[config.mk]
export PLATFORM = sky130hd
export DESIGN_NAME = seg7_capture_flat
export DESIGN_NICKNAME = d
export VERILOG_FILES = /design/src/rtl/seg7_pkg.sv /design/src/rtl/seg7_capture_if.sv /design/src/rtl/seg7_capture_chan.sv /design/src/rtl/seg7_capture.sv /design/src/flat_wrapper.sv
export SDC_FILE = /design/constraint.sdc
export NUM_CORES = 1
export LEC_CHECK = 0
export BUFFER_PORTS_ARGS = -buffer_cell sky130_fd_sc_hd__buf_2
export CAP_MARGIN = 20
export CORE_MARGIN = 2
export CORE_UTILIZATION = 35
export DETAILED_ROUTE_END_ITERATION = 6
export SETUP_SLACK_MARGIN = 0.02
export SLEW_MARGIN = 5
export SYNTH_ARGS = -nofsm -noshare
export SYNTH_HDL_FRONTEND = slang
export SYNTH_HIERARCHICAL = 1
export SYNTH_SLANG_ARGS = --single-unit
[constraint.sdc]
create_clock -name CLK -period 3.12 [get_ports CLK]
set_clock_uncertainty 0.1 [all_clocks]
set_input_delay 0.312 -clock CLK [delete_from_list [all_inputs] [get_ports CLK]]
set_output_delay 0.312 -clock CLK [all_outputs]
set_load 0.02 [all_outputs]
[src/rtl/seg7_pkg.sv]
// Shared definitions for the seven-segment capture block: active-low gfedcba
// digit patterns and the pattern-to-BCD decode used by every channel.
package seg7_pkg;

    localparam logic [6:0] SEG_0     = 7'h40;
    localparam logic [6:0] SEG_1     = 7'h79;
    localparam logic [6:0] SEG_2     = 7'h24;
    localparam logic [6:0] SEG_3     = 7'h30;
    localparam logic [6:0] SEG_4     = 7'h19;
    localparam logic [6:0] SEG_5     = 7'h12;
    localparam logic [6:0] SEG_6     = 7'h02;
    localparam logic [6:0] SEG_7     = 7'h78;
    localparam logic [6:0] SEG_8     = 7'h00;
    localparam logic [6:0] SEG_9     = 7'h10;
    localparam logic [6:0] SEG_BLANK = 7'h7F;

    localparam logic [3:0] DIG_NONE  = 4'hF;

    typedef struct packed {
        logic [3:0] bcd;
        logic       blank;
        logic       err;
    } seg7_dec_t;

    localparam seg7_dec_t DEC_RESET = '{bcd: DIG_NONE, blank: 1'b1, err: 1'b0};

    // Anything that is neither a digit nor fully dark is reported as an error.
    function automatic seg7_dec_t seg7_to_bcd(input logic [6:0] seg);
        seg7_dec_t res;
        res = '{bcd: DIG_NONE, blank: 1'b0, err: 1'b1};
        case (seg)
            SEG_0:     res = '{bcd: 4'd0, blank: 1'b0, err: 1'b0};
            SEG_1:     res = '{bcd: 4'd1, blank: 1'b0, err: 1'b0};
            SEG_2:     res = '{bcd: 4'd2, blank: 1'b0, err: 1'b0};
            SEG_3:     res = '{bcd: 4'd3, blank: 1'b0, err: 1'b0};
            SEG_4:     res = '{bcd: 4'd4, blank: 1'b0, err: 1'b0};
            SEG_5:     res = '{bcd: 4'd5, blank: 1'b0, err: 1'b0};
            SEG_6:     res = '{bcd: 4'd6, blank: 1'b0, err: 1'b0};
            SEG_7:     res = '{bcd: 4'd7, blank: 1'b0, err: 1'b0};
            SEG_8:     res = '{bcd: 4'd8, blank: 1'b0, err: 1'b0};
            SEG_9:     res = '{bcd: 4'd9, blank: 1'b0, err: 1'b0};
            SEG_BLANK: res = '{bcd: DIG_NONE, blank: 1'b1, err: 1'b0};
            default:   res = '{bcd: DIG_NONE, blank: 1'b0, err: 1'b1};
        endcase
        return res;
    endfunction

endpackage

[src/rtl/seg7_capture_if.sv]
// Bundle of segment inputs and decoded outputs between the capture block and
// whatever drives or observes it.
interface seg7_capture_if #(
    parameter int NDIG = 6
);
    logic [7*NDIG-1:0] nHEX_IN;
    logic [4*NDIG-1:0] DOUT;
    logic [NDIG-1:0]   BLANK;
    logic [NDIG-1:0]   ERR;
    logic              VALID;
    logic              UPDATE;

    modport master (
        output nHEX_IN,
        input  DOUT,
        input  BLANK,
        input  ERR,
        input  VALID,
        input  UPDATE
    );

    modport slave (
        input  nHEX_IN,
        output DOUT,
        output BLANK,
        output ERR,
        output VALID,
        output UPDATE
    );
endinterface

[src/rtl/seg7_capture_chan.sv]
// One digit channel: debounces a segment bus for STABLE_CYC cycles and then
// commits its decoded value, reporting when the committed value changes.
module seg7_capture_chan
    import seg7_pkg::*;
#(
    parameter int STABLE_CYC = 4
) (
    input  logic       clk,
    input  logic       rst_n,
    input  logic [6:0] seg_in,
    output logic [3:0] dout,
    output logic       blank,
    output logic       err,
    output logic       stable,
    output logic       changed
);

    localparam int CW = $clog2(STABLE_CYC + 1);
    localparam logic [CW-1:0] CNT_MAX  = CW'(STABLE_CYC);
    localparam logic [CW-1:0] CNT_LAST = CW'(STABLE_CYC - 1);

    logic [6:0]    sample_d, sample_q;
    logic [CW-1:0] cnt_d, cnt_q;
    seg7_dec_t     dec_d, dec_q;
    seg7_dec_t     dec_new;
    logic          commit;

    // The counter saturates at CNT_MAX, so commit happens exactly once per stable run.
    always_comb begin
        sample_d = sample_q;
        cnt_d    = cnt_q;
        commit   = 1'b0;
        dec_new  = seg7_to_bcd(sample_q);
        dec_d    = dec_q;
        if (seg_in != sample_q) begin
            sample_d = seg_in;
            cnt_d    = '0;
        end else if (cnt_q < CNT_MAX) begin
            cnt_d  = cnt_q + 1'b1;
            commit = (cnt_q == CNT_LAST);
        end
        if (commit) begin
            dec_d = dec_new;
        end
        changed = commit && (dec_new != dec_q);
    end

    always_ff @(posedge clk) begin
        if (!rst_n) begin
            sample_q <= SEG_BLANK;
            cnt_q    <= '0;
            dec_q    <= DEC_RESET;
        end else begin
            sample_q <= sample_d;
            cnt_q    <= cnt_d;
            dec_q    <= dec_d;
        end
    end

    assign dout   = dec_q.bcd;
    assign blank  = dec_q.blank;
    assign err    = dec_q.err;
    assign stable = (cnt_q == CNT_MAX);

endmodule

[src/rtl/seg7_capture.sv]
// Readback monitor for NDIG active-low seven-segment buses; recovers BCD digits
// once each bus has been stable long enough and flags blank/illegal patterns.
module seg7_capture #(
    parameter int NDIG       = 6,
    parameter int STABLE_CYC = 4
) (
    input  logic           CLK,
    input  logic           nRST,
    seg7_capture_if.slave  bus
);

    logic [NDIG-1:0]   stable;
    logic [NDIG-1:0]   changed;
    logic [4*NDIG-1:0] dout_w;
    logic [NDIG-1:0]   blank_w;
    logic [NDIG-1:0]   err_w;
    logic              update_d, update_q;

    genvar i;
    generate
        for (i = 0; i < NDIG; i++) begin : g_chan
            seg7_capture_chan #(
                .STABLE_CYC (STABLE_CYC)
            ) u_chan (
                .clk     (CLK),
                .rst_n   (nRST),
                .seg_in  (bus.nHEX_IN[7*i +: 7]),
                .dout    (dout_w[4*i +: 4]),
                .blank   (blank_w[i]),
                .err     (err_w[i]),
                .stable  (stable[i]),
                .changed (changed[i])
            );
        end
    endgenerate

    // Simultaneous commits on several digits collapse into one pulse.
    always_comb begin
        update_d = |changed;
    end

    always_ff @(posedge CLK) begin
        if (!nRST) begin
            update_q <= 1'b0;
        end else begin
            update_q <= update_d;
        end
    end

    assign bus.DOUT   = dout_w;
    assign bus.BLANK  = blank_w;
    assign bus.ERR    = err_w;
    assign bus.VALID  = &stable;
    assign bus.UPDATE = update_q;

endmodule

[src/flat_wrapper.sv]
// flat-port wrapper written by rule: the top's interface ports become plain ports
module seg7_capture_flat 
#(
    parameter int NDIG       = 6,
    parameter int STABLE_CYC = 4
)
  (CLK, nRST, bus_nHEX_IN, bus_DOUT, bus_BLANK, bus_ERR, bus_VALID, bus_UPDATE);
  seg7_capture_if #(.NDIG(NDIG)) bus_i ();
  input  logic CLK;
  input  logic nRST;
  input wire logic [$bits(bus_i.nHEX_IN)-1:0] bus_nHEX_IN;
  output wire logic [$bits(bus_i.DOUT)-1:0] bus_DOUT;
  output wire logic [$bits(bus_i.BLANK)-1:0] bus_BLANK;
  output wire logic [$bits(bus_i.ERR)-1:0] bus_ERR;
  output wire logic [$bits(bus_i.VALID)-1:0] bus_VALID;
  output wire logic [$bits(bus_i.UPDATE)-1:0] bus_UPDATE;
  assign bus_i.nHEX_IN = bus_nHEX_IN;
  assign bus_DOUT = bus_i.DOUT;
  assign bus_BLANK = bus_i.BLANK;
  assign bus_ERR = bus_i.ERR;
  assign bus_VALID = bus_i.VALID;
  assign bus_UPDATE = bus_i.UPDATE;
  seg7_capture #(.NDIG(NDIG), .STABLE_CYC(STABLE_CYC)) u_core (.CLK(CLK), .nRST(nRST), .bus(bus_i));
endmodule
# --- After elaboration in Yosys (flattened, before gate mapping) ---
# Index checks and enable logic that the tools add are counted.
# Widths: inputs -> output; s select.
classes:
  mux: 18
  eq_ne: 84
  bitwise_logic: 1
  addsub: 6
  reduce_logical: 20
  order_cmp: 6
op_table:
  columns: ["op", "n"]
  rows:
  - ["$pmux 6 s11", 6]
  - ["$eq 7x7->1 const B", 24]
  - ["$eq 7x5->1 const B", 18]
  - ["$eq 7x6->1 const B", 12]
  - ["$eq 7x2->1 const B", 6]
  - ["$logic_not 7->1", 6]
  - ["$ne 7x7->1", 6]
  - ["$ne 6x6->1", 6]
  - ["$add 3x1->3 const B", 6]
  - ["$eq 3x2->1 const B", 6]
  - ["$eq 3x3->1 const B", 6]
  - ["$lt 3x3->1 const B", 6]
  - ["$mux 1", 12]
  - ["$reduce_or 2->1", 6]
  - ["$logic_and 1x1->1", 6]
  - ["$reduce_and 6->1", 1]
  - ["$reduce_or 6->1", 1]
  - ["$not 1->1", 1]
totals:
  in_bits: 44
  ff_bits: 97
  wordCells: 166
  out_inout_bits: 38

# --- Logic depth before layout (Yosys ltp) ---
depth:
  word_depth: 5
  ltp_mapped: 9
  ltp_nobuf: 8

# --- Modules after synthesis ---
# The synthesis kept the hierarchy.
by_module_without_submodules:
  columns: ["mod", "cells_per_inst", "area_each_um2", "instances"]
  rows:
  - ["seg7_capture_chan", 113, 1028.5, 6]
  - ["seg7_capture", 6, 50.0, 1]

# --- Worst setup path before layout ---
# OpenSTA, ideal clock, no wires.
synth_path:
  path_type: "flip-flop to flip-flop"
  startpoint: "register u_core.g_chan[1].u_chan.sample_q[4]"
  endpoint: "register u_core.update_q, in the netlist u_core/bus.UPDATE"
  synth_period_minus_slack_ns: 2.290
  t_required_ns: 2.900
  arrival_ns: 2.070
  slack_ns: 0.830
  stages_incl_launch_ff: 10
  setup_ns: 0.120
  cell_sequence: "dfxtp_1 > buf_2 > and4b_2 > o21ai_1 > nand3_2 > o21ai_1 > xnor2_1 > a31oi_1 > or4_1 > o31a_1"
synth_via:
  elab_chain_cells: 5
  word_cells_on_any_way: 17
  classes_between: "eq/ne: 12; mux: 2; reduce/logical: 3"
synth_lines:
  columns: ["item", "line_no", "rtl"]
  rows:
  - ["start: declaration", "seg7_capture_chan.sv:22", "logic [6:0] sample_d, sample_q;"]
  - ["start signal: assignment", "seg7_capture_chan.sv:54", "sample_q <= sample_d;"]
  - ["$eq 7x7->1, or another cell as far along", "seg7_pkg.sv:31", "case (seg)"]
  - ["$pmux 6 s11", "seg7_pkg.sv:31", null]
  - ["$ne 6x6->1", "seg7_capture_chan.sv:45", "changed = commit && (dec_new != dec_q);"]
  - ["$logic_and 1x1->1 (*)", "seg7_capture_chan.sv:45", null]
  - ["named net u_core.changed[1]", "seg7_capture.sv:13", "logic [NDIG-1:0] changed;"]
  - ["$reduce_or 6->1 (*)", "seg7_capture.sv:39", "update_d = |changed;"]
  - ["end signal: assignment", "seg7_capture.sv:46", "update_q <= update_d;"]
  - ["end: declaration", "seg7_capture.sv:17", "logic update_d, update_q;"]
# The timed path passes the listed nets; every way through them passes the cells marked *.
# A chain may end at the register's enable or synchronous reset.

# --- Worst setup path in the final report ---
layout_path:
  startpoint: "register u_core.g_chan[1].u_chan.sample_q[1]"
  endpoint: "register u_core.update_q, in the netlist u_core/bus.UPDATE"
# Same word-level chain as after synthesis.

==> flow_metrics.env <==
export IMPL_insertion_delay_ps=340
export IMPL_vias=4892
export IMPL_antenna_found_initial=0
export IMPL_start_util_pct=35.8
export IMPL_grt_max_degree=48
export IMPL_ir_worst_vdd_mv=0.249
export IMPL_routabilityCongestion=0.830
export IMPL_viasPerCell=5.03
export IMPL_drt_iter0_drc=245
export IMPL_drtAntennaViolNets=0
export IMPL_required_ps=3250
export IMPL_worst_path_max_fanout=12
export IMPL_fin_crit_sh_pct=87.3
export IMPL_cts_sinks=97
export IMPL_cts_resized=0
export IMPL_grt_overflow_total=0
export IMPL_worstPathArrival_ps=2860
export IMPL_yosys_top_cells_area="dfxtp_1 (31%), xnor2_1 (5.1%), nand2b_1 (4.8%), xor2_1 (4.2%), ha_1 (3.6%)"
export IMPL_crit_path_frequent_cell="o21ai_1"
export IMPL_synth_cell_types=43
export IMPL_synth_avg_cell_area_sq_um=9.09
export IMPL_p_per_area_nw_per_um2=399
export IMPL_root_buffer="clkbuf_16"
export IMPL_worstReg2RegStart="u_core/g_chan[1].u_chan/sample_q[1]"
export IMPL_core_area_sq_um=17400
export IMPL_dp_hpwl_microns=9420
export IMPL_ys_async_sr_fraction_pct=0
export IMPL_crit_path_start="u_core/g_chan[1].u_chan/sample_q[1]"
export IMPL_drc_errors=0
export IMPL_fp_dieW_microns=137
export IMPL_hold_path_class="in -> reg"
export IMPL_synth_commonest_cells="dfxtp_1 (97), nor2_1 (55), nand2_1 (49)"
export IMPL_p_leak_nw=2.82
export IMPL_setup_tns_ps=0
export IMPL_fin_nets=804
export IMPL_fillerInstances=1746
export IMPL_drive_gt1_share_pct=20.9
export IMPL_io_buffers=81
export IMPL_finalCriticalPeriod_ps=2720
export IMPL_drt_first_pass_iters=4
export IMPL_ys_flop_type="dfxtp_1"
export IMPL_synthCells=684
export IMPL_worstMarginPinSlew_ps=523
export IMPL_grtUsageTotal_pct=14.1
export IMPL_timing_slew_headroom_pct=65.1
export IMPL_slowest_stage="dfxtp_1"
export IMPL_hold_viol=0
export IMPL_fmax_mhz=367
export IMPL_netlist_area_sq_um=6220
export IMPL_path_class="reg -> reg"
export IMPL_syn2layout_area_growth_pct=11.4
export IMPL_io_pins=82
export IMPL_synth_edff_count=0
export IMPL_cts_buffers=9
export IMPL_syn_num_nets=746
export IMPL_cap_violations=0
export IMPL_hp_start="bus_nHEX_IN[27]"
export IMPL_postCtsHoldBufs=0
export IMPL_instances_no_fill=972
export IMPL_clk_path_buf_depth=2
export IMPL_ys_ff_latch=97
export IMPL_drv_slew=0
export IMPL_synth_largest_area_cell="dfxtp_1"
export IMPL_place_inst=956
export IMPL_fp_dieArea_sq_um=18900
export IMPL_wirelength_microns=12700
export IMPL_outcome="completed"
export IMPL_htree_levels=3
export IMPL_placementRows=48
export IMPL_slowest_delay_ps=630
export IMPL_clkTransAtPathRegs_ps=70
export IMPL_setup_viol=0
export IMPL_dieHeight_microns=137
export IMPL_yosys_warnings=6
export IMPL_cp_start_kind="register"
export IMPL_drt_wirelength_per_cell_microns=13.0
export IMPL_r2r_slack_ps=400
export IMPL_yosysMostFrequentCell="dfxtp_1"
export IMPL_grt_pass1_wl_microns=21500
export IMPL_seq_area_frac_synth_pct=31.2
export IMPL_cts_tree="yes"
export IMPL_synth_top_cell_area_share_pct=31.2
export IMPL_antennaDiodeCount=0
export IMPL_grt_pass1_vias=4424
export IMPL_cp_cell_sequence="and4b_2, o21ai_1, nand3_2, o21ai_1, xnor2_1, a31oi_1, or4_1, o31a_1"
export IMPL_setup_worst_path_end_class="register"
export IMPL_rsz0062_at_grt="false"
export IMPL_post_cts_buffers=0
## flip-flops by register name (all words and copies together), names as in the netlist
signal	flops
u_core/g_chan.u_chan/sample_q	42
u_core/g_chan.u_chan/dout	24
u_core/g_chan.u_chan/cnt_q	18
u_core/g_chan.u_chan/blank	6
u_core/g_chan.u_chan/err	6
u_core/bus.UPDATE	1
## per-layer routing
metal / wire, microns / vias up / global-route usage, %
met5: 0 / - / 0
met4: 237 / 0 / 5.10
met3: 389 / 15 / 2.17
met2: 5650 / 81 / 21.1
met1: 6380 / 2249 / 20.3
li1: - / 2547 / -
## stage by stage
step / power (W) / util (%) / setup slack [ps] / hold WS [ps] / instance area (sq um)
after floorplan: 0.00162 / - / 830 / 285 / 6220
after global placement: 0.00168 / 38.2 / 475 / 400 / 6640
after detailed placement: 0.00168 / 38.2 / 415 / 409 / 6640
after CTS: 0.00282 / 39.9 / 401 / 59.6 / 6930
after global routing: 0.00291 / 39.9 / 224 / 73.0 / 6930
final: 0.00277 / 39.9 / 396 / 73.0 / 6930
## logic make-up after synthesis
group                      synth area share, %
and+or+nand+nor                           29.9
AOI/OAI and AO/OA                         13.3
DFF                                       31.2
xor gates and xnor gates                  11.9
buffers and inverters                     6.03
muxes                                     3.98
adders and majority gates                 3.62
## critical path, delay by kind of cell (launching register included)
family	cells	cell delay, ps
compound gates	4	770
flops	1	630
xor+xnor	1	140
simple gates	3	970
## placed cells by master, fill, tap and decap left out, types with 13 or more instances in the layout
cell	netlist	final
o211ai_1	24	24
buf_2	12	81
dfxtp_1	97	97
nor2b_1	18	18
mux2i_1	18	18
xnor2_1	36	36
nand2_1	49	49
a21oi_1	24	24
nor2_1	55	55
nand4_1	13	13
inv_1	24	24
ha_1	18	18
nand2b_1	48	48
xor2_1	30	30
## layout make-up
class	count	area, sq um	share of cell area (%)
inverters	24	90.1	1.30
well taps	225	282	4.06
multi-input cells	527	3900	56.3
flip-flops and latches	97	1940	28.0
repair buffers	83	420	6.07
clock buffers	13	250	3.61
clock inverters	3	40.0	0.578
## power breakdown
| part | switching [W] | total [W] | internal (W) | leakage [nW] |
|---|---|---|---|---|
| clock network | 0.000471 | 0.00111 | 0.000643 | 0.144 |
| logic | 0.000153 | 0.000303 | 0.000150 | 1.88 |
| registers | 0.0000812 | 0.00135 | 0.00127 | 0.795 |
| total | 0.000705 | 0.00277 | 0.00206 | 2.82 |
## final timing paths
kind / endpoint / cells past startpoint
max: u_core/bus.UPDATE / 8
min: u_core/g_chan[3].u_chan/sample_q[6] / 2
max reg2reg: u_core/bus.UPDATE / 8
min reg2reg: u_core/g_chan[2].u_chan/dout[0] / 2
No activity file was read; power rests on OpenSTA's default activity.
